File: src/rtl/cmos_nvram_ioctl.sv
// HPS save/restore port for the 4-bit Williams-2 CMOS RAM: packs two nibbles per
// ioctl byte on upload, unpacks on download, and flags CPU-side changes as dirty.
module cmos_nvram_ioctl #(
  parameter int ADDR_W   = 10,
  parameter int RAM_LAT  = 1,
  parameter int NV_INDEX = 4
) (
  input  logic              clk_sys,
  input  logic              reset_n,
  input  logic              ioctl_upload,
  input  logic              ioctl_download,
  input  logic [15:0]       ioctl_index,
  input  logic [24:0]       ioctl_addr,
  input  logic              ioctl_rd,
  input  logic              ioctl_wr,
  input  logic [7:0]        ioctl_dout,
  output logic [7:0]        ioctl_din,
  output logic              ioctl_wait,
  input  logic              cmos_cpu_we,
  output logic [ADDR_W-1:0] ram_addr,
  output logic              ram_we,
  output logic [3:0]        ram_d,
  input  logic [3:0]        ram_q,
  output logic              nvram_dirty
);

  typedef enum logic [2:0] {IDLE, RD_LO, RD_HI, WR_LO, WR_HI} state_t;

  // Latency is counted from the edge that registers ram_addr.
  localparam logic [1:0] LAT_LAST = 2'(RAM_LAT - 1);

  state_t            state, state_nxt;
  logic [1:0]        cnt, cnt_nxt;
  logic [3:0]        lo_nib, lo_nxt;
  logic [3:0]        hi_wr, hi_nxt;
  logic [7:0]        din_nxt;
  logic [ADDR_W-1:0] addr_nxt;
  logic [3:0]        d_nxt;
  logic              we_nxt, wait_nxt, wr_done, dirty_nxt;
  logic              sel_up, sel_dn, sel_up_q, in_range;

  assign sel_up   = ioctl_upload   & (ioctl_index == 16'(NV_INDEX));
  assign sel_dn   = ioctl_download & (ioctl_index == 16'(NV_INDEX));
  assign in_range = (ioctl_addr >> (ADDR_W - 1)) == 25'd0;

  always_comb begin
    state_nxt = state;
    cnt_nxt   = cnt;
    lo_nxt    = lo_nib;
    hi_nxt    = hi_wr;
    din_nxt   = ioctl_din;
    addr_nxt  = ram_addr;
    d_nxt     = ram_d;
    we_nxt    = 1'b0;
    wait_nxt  = ioctl_wait;
    wr_done   = 1'b0;
    case (state)
      IDLE: begin
        // A selected write shadows any same-cycle read, even when out of range.
        if (ioctl_wr && sel_dn) begin
          if (in_range) begin
            state_nxt = WR_LO;
            addr_nxt  = {ioctl_addr[ADDR_W-2:0], 1'b0};
            d_nxt     = ioctl_dout[3:0];
            hi_nxt    = ioctl_dout[7:4];
            we_nxt    = 1'b1;
            wait_nxt  = 1'b1;
          end
        end else if (ioctl_rd && sel_up) begin
          if (in_range) begin
            state_nxt = RD_LO;
            addr_nxt  = {ioctl_addr[ADDR_W-2:0], 1'b0};
            cnt_nxt   = 2'd0;
            wait_nxt  = 1'b1;
          end else begin
            din_nxt = 8'hFF;
          end
        end
      end
      RD_LO: begin
        if (cnt == LAT_LAST) begin
          state_nxt = RD_HI;
          lo_nxt    = ram_q;
          addr_nxt  = {ram_addr[ADDR_W-1:1], 1'b1};
          cnt_nxt   = 2'd0;
        end else begin
          cnt_nxt = cnt + 2'd1;
        end
      end
      RD_HI: begin
        if (cnt == LAT_LAST) begin
          state_nxt = IDLE;
          din_nxt   = {ram_q, lo_nib};
          wait_nxt  = 1'b0;
        end else begin
          cnt_nxt = cnt + 2'd1;
        end
      end
      WR_LO: begin
        state_nxt = WR_HI;
        addr_nxt  = {ram_addr[ADDR_W-1:1], 1'b1};
        d_nxt     = hi_wr;
        we_nxt    = 1'b1;
      end
      WR_HI: begin
        state_nxt = IDLE;
        wait_nxt  = 1'b0;
        wr_done   = 1'b1;
      end
      default: begin
        state_nxt = IDLE;
        wait_nxt  = 1'b0;
      end
    endcase

    // Set beats the end-of-upload clear.
    dirty_nxt = nvram_dirty;
    if (cmos_cpu_we || wr_done)
      dirty_nxt = 1'b1;
    else if (sel_up_q && !sel_up)
      dirty_nxt = 1'b0;
  end

  always_ff @(posedge clk_sys or negedge reset_n) begin
    if (!reset_n) begin
      state       <= IDLE;
      cnt         <= 2'd0;
      sel_up_q    <= 1'b0;
      ioctl_din   <= 8'h00;
      ioctl_wait  <= 1'b0;
      ram_addr    <= '0;
      ram_we      <= 1'b0;
      ram_d       <= 4'h0;
      nvram_dirty <= 1'b0;
    end else begin
      state       <= state_nxt;
      cnt         <= cnt_nxt;
      sel_up_q    <= sel_up;
      ioctl_din   <= din_nxt;
      ioctl_wait  <= wait_nxt;
      ram_addr    <= addr_nxt;
      ram_we      <= we_nxt;
      ram_d       <= d_nxt;
      nvram_dirty <= dirty_nxt;
    end
  end

  always_ff @(posedge clk_sys) begin
    lo_nib <= lo_nxt;
    hi_wr  <= hi_nxt;
  end

endmodule
File: config.mk
export PLATFORM = sky130hd
export DESIGN_NAME = cmos_nvram_ioctl
export DESIGN_NICKNAME = d
export VERILOG_FILES = /design/src/rtl/cmos_nvram_ioctl.sv
export SDC_FILE = /design/constraint.sdc
export NUM_CORES = 1
export LEC_CHECK = 0
export CAP_MARGIN = 20
export CORE_MARGIN = 2
export CORE_UTILIZATION = 30
export CTS_CLUSTER_DIAMETER = 30
export DETAILED_ROUTE_END_ITERATION = 6
export PLACE_DENSITY = 0.57
export SETUP_SLACK_MARGIN = 0.02
export SYNTH_ARGS = -nofsm -noshare
export SYNTH_HDL_FRONTEND = slang
export SYNTH_SLANG_ARGS = --single-unit
File: constraint.sdc
create_clock -name clk_sys -period 2.6 [get_ports clk_sys]
set_clock_uncertainty 0.2 [all_clocks]
set_input_delay 0.52 -clock clk_sys [delete_from_list [all_inputs] [get_ports clk_sys]]
set_output_delay 0.52 -clock clk_sys [all_outputs]
set_load 0.02 [all_outputs]
==> reports/summary.txt <==
post-synthesis sequential area ratio - 54.1%
cell count after synthesis - 178
Internal - 1.01 mW
post-DR wirelength/cell - 12.5 um
maximum number of pins on one net before global-route repair - 32
FF+latch area - 0.00102 sq mm
port buffer count - 84
total wire length - 4380 um
cts repair resizes - 0
DIE AREA - 0.00691 sq mm
global-route wire length before repair - 7330 um
Clk pin slew, worst setup/hold paths - 0.08 ns
Sw Ratio - 20.8%
CP Class - primary input to register
Max Buffers Root-to-Sink - 2
Worst Max-Slew Pin Slew - 0.594 ns
max_slew headroom - 60.2%
Slew Limit Fails - 0
Mapped Avg Cell Area - 10.6 sq um
post-route ant nets - 0
Mapped Area - 0.00188 sq mm
layout cell share with drive strength beyond 1 - 11.3%
Top Ports - 85
Cell Rows - 28
Final Setup Violations - 0
Post-synth EDFFs - 8
Hold Crit Class - register to register
post-synth net total - 240
Setup crit end kind - register
top_reg_cell synth - dfrtp_1
Reg power frac - 49.4%
area of the core - 0.00599 sq mm
NetSw - 0.264 mW
Pwr Density - 424 mW/mm^2
Multi-input gate area - 774 sq um
max-capacitance violation count - 0
DRC - 0
#FFs+latches synth - 39
DP Wirelength - 3370 um
H-tree Lvls - 2
DRT iter0 DRCs - 43
initial core utilization - 31.4%
Ys Warns - 0
post-route cell area - 0.00300 sq mm
Post-synth top cells - dfrtp_1 (31), nor2_1 (21), inv_1 (16), nand2_1 (13), a21oi_1 (12)
most numerous cell in the Yosys netlist - dfrtp_1
routability cong. - 0.706
f_max - 0.428 GHz
Setup Buffers After CTS - 0
Vias/cell - 4.67
TritonRoute pass-1 iters - 2
hold_buf cts - 0
chip height - 83.1 um
total negative slack - 0 ns
Worst-Skew Late Latency - 0.29 ns
VDD IR max - 229 uV
crit-path max FO - 8
die width - 83.1 um
crit path DAT - 2.14 ns
root buf cell - clkbuf_8
antenna violations before repair - 0
clock share of power - 39.6%
Comb power frac - 11.0%
via count - 1633
Async SR Flop Fraction - 79.5%
fin nets - 336
CTS Buf Count - 5
startpoint types - primary input
Fin. Hold Viols - 0
final-layout fill cell count - 554
Distinct cells, synth - 35
CTS tree - done
Global Route Usage Sum - 13.0%
# diodes - 0
Yosys top cell by area - dfrtp_1
GRT overflow - 0
status - finished, final reports clean
Synth area leaders - dfrtp_1 (41%), edfxtp_1 (13%), mux2i_1 (4.8%), nor4_4 (4.5%), nor2_1 (4.2%)
critical path data required time - 2.40 ns
dpl cell area - 0.00288 sq mm
post-synth top area share - 41.3%
vias in the first global route - 1607
Area growth syn-to-layout - 59.4%
Sink Count - 39
RSZ-0062 raised after global routing - false
Final Cycle Share - 89.9%
post-layout minimum cycle time - 2.34 ns
Lkg Pwr - 1.27 nW
[per-layer routing]
metal  vias to the layer above  share of wire, %  GRT usage [%]
li1                        817                 -              -
met1                       741                44           16.2
met2                        69                45           20.3
met3                         6               9.2           5.57
met4                         0               1.4           4.47
met5                         -                 0              0
[critical path: stages]
cell	delay (ns)
clkdlybuf4s50_1	0.40
nor4b_1	0.30
nand4_1	0.14
buf_4	0.18
or3_1	0.42
inv_1	0.17
[area by class of cell]
| class | count | area share [%] |
|---|---|---|
| Multi-Input combinational cell | 115 | 25.9 |
| Clock inverter | 3 | 1.46 |
| Sequential cell | 39 | 33.9 |
| Tap cell | 75 | 3.13 |
| Timing Repair Buffer | 97 | 31.3 |
| Inverter | 16 | 2.01 |
| Clock buffer | 5 | 2.30 |
[kinds of logic (layout without fill, tap and decap cells)]
| kind of cell | Yosys count | after routing | synth area share [%] |
|---|---|---|---|
| DFF | 39 | 39 | 54.1 |
| and+or+nand+nor | 75 | 75 | 24.5 |
| buffers and inverters | 24 | 121 | 5.06 |
| muxes | 9 | 9 | 4.79 |
| adders and majority gates | 2 | 2 | 1.33 |
| AOI/OAI and AO/OA | 29 | 29 | 10.3 |
[stage by stage]
step           util [%]  setup WS [ns]  instances  total power, mW  hold slack, ns
2_1_floorplan         -          0.490        178            0.664          0.0244
3_3_place_gp       48.1        -0.0445        342            0.782           0.270
3_5_place_dp       48.1        -0.0576        342            0.783           0.270
4_1_cts            50.0          0.258        350             1.29           0.290
5_1_grt            50.0          0.160        350             1.32           0.298
6_report           50.0          0.262        350             1.27           0.287
[state kept, by name, indices dropped and copies added, names as in the netlist]
register	flops
ioctl_wait	1
cnt	2
hi_wr	4
state	3
ioctl_din	8
sel_up_q	1
lo_nib	4
nvram_dirty	1
ram_d	4
ram_we	1
ram_addr	10
[cells in the final DEF, fill, tap and decap left out, types with 6 or more instances in the layout]
cell	synthesis	final
dfrtp_1	31	31
buf_4	1	13
nand2_1	13	13
nor2_1	21	21
edfxtp_1	8	8
a21oi_1	12	12
clkdlybuf4s50_1	0	84
mux2i_1	9	9
nor3_1	6	6
inv_1	16	16
[power by group through the flow]
stage / combinational [mW] / clock, mW / sequential (mW)
finish: 0.140 / 0.503 / 0.628
global route: 0.152 / 0.541 / 0.629
CTS: 0.143 / 0.522 / 0.628
detailed placement: 0.142 / 0 / 0.641
global placement: 0.142 / 0 / 0.641
floorplan: 0.0193 / 0 / 0.645
[path summary, 6_finish.rpt]
| kind | endpoint | slack, ns | start | cells past startpoint |
|---|---|---|---|---|
| max reg2reg | hi_wr[1] | 0.55 | state[0] | 4 |
| min | ram_d[2] | 0.29 | hi_wr[2] | 1 |
| max | hi_wr[1] | 0.26 | ioctl_index[5] | 6 |
| min in group asynchronous | ram_addr[6] | 0.43 | reset_n | 2 |
| max in group asynchronous | state[0] | 1.48 | reset_n | 2 |
| min reg2reg | ram_d[2] | 0.29 | hi_wr[2] | 1 |
(Power assumes the default switching activity.)
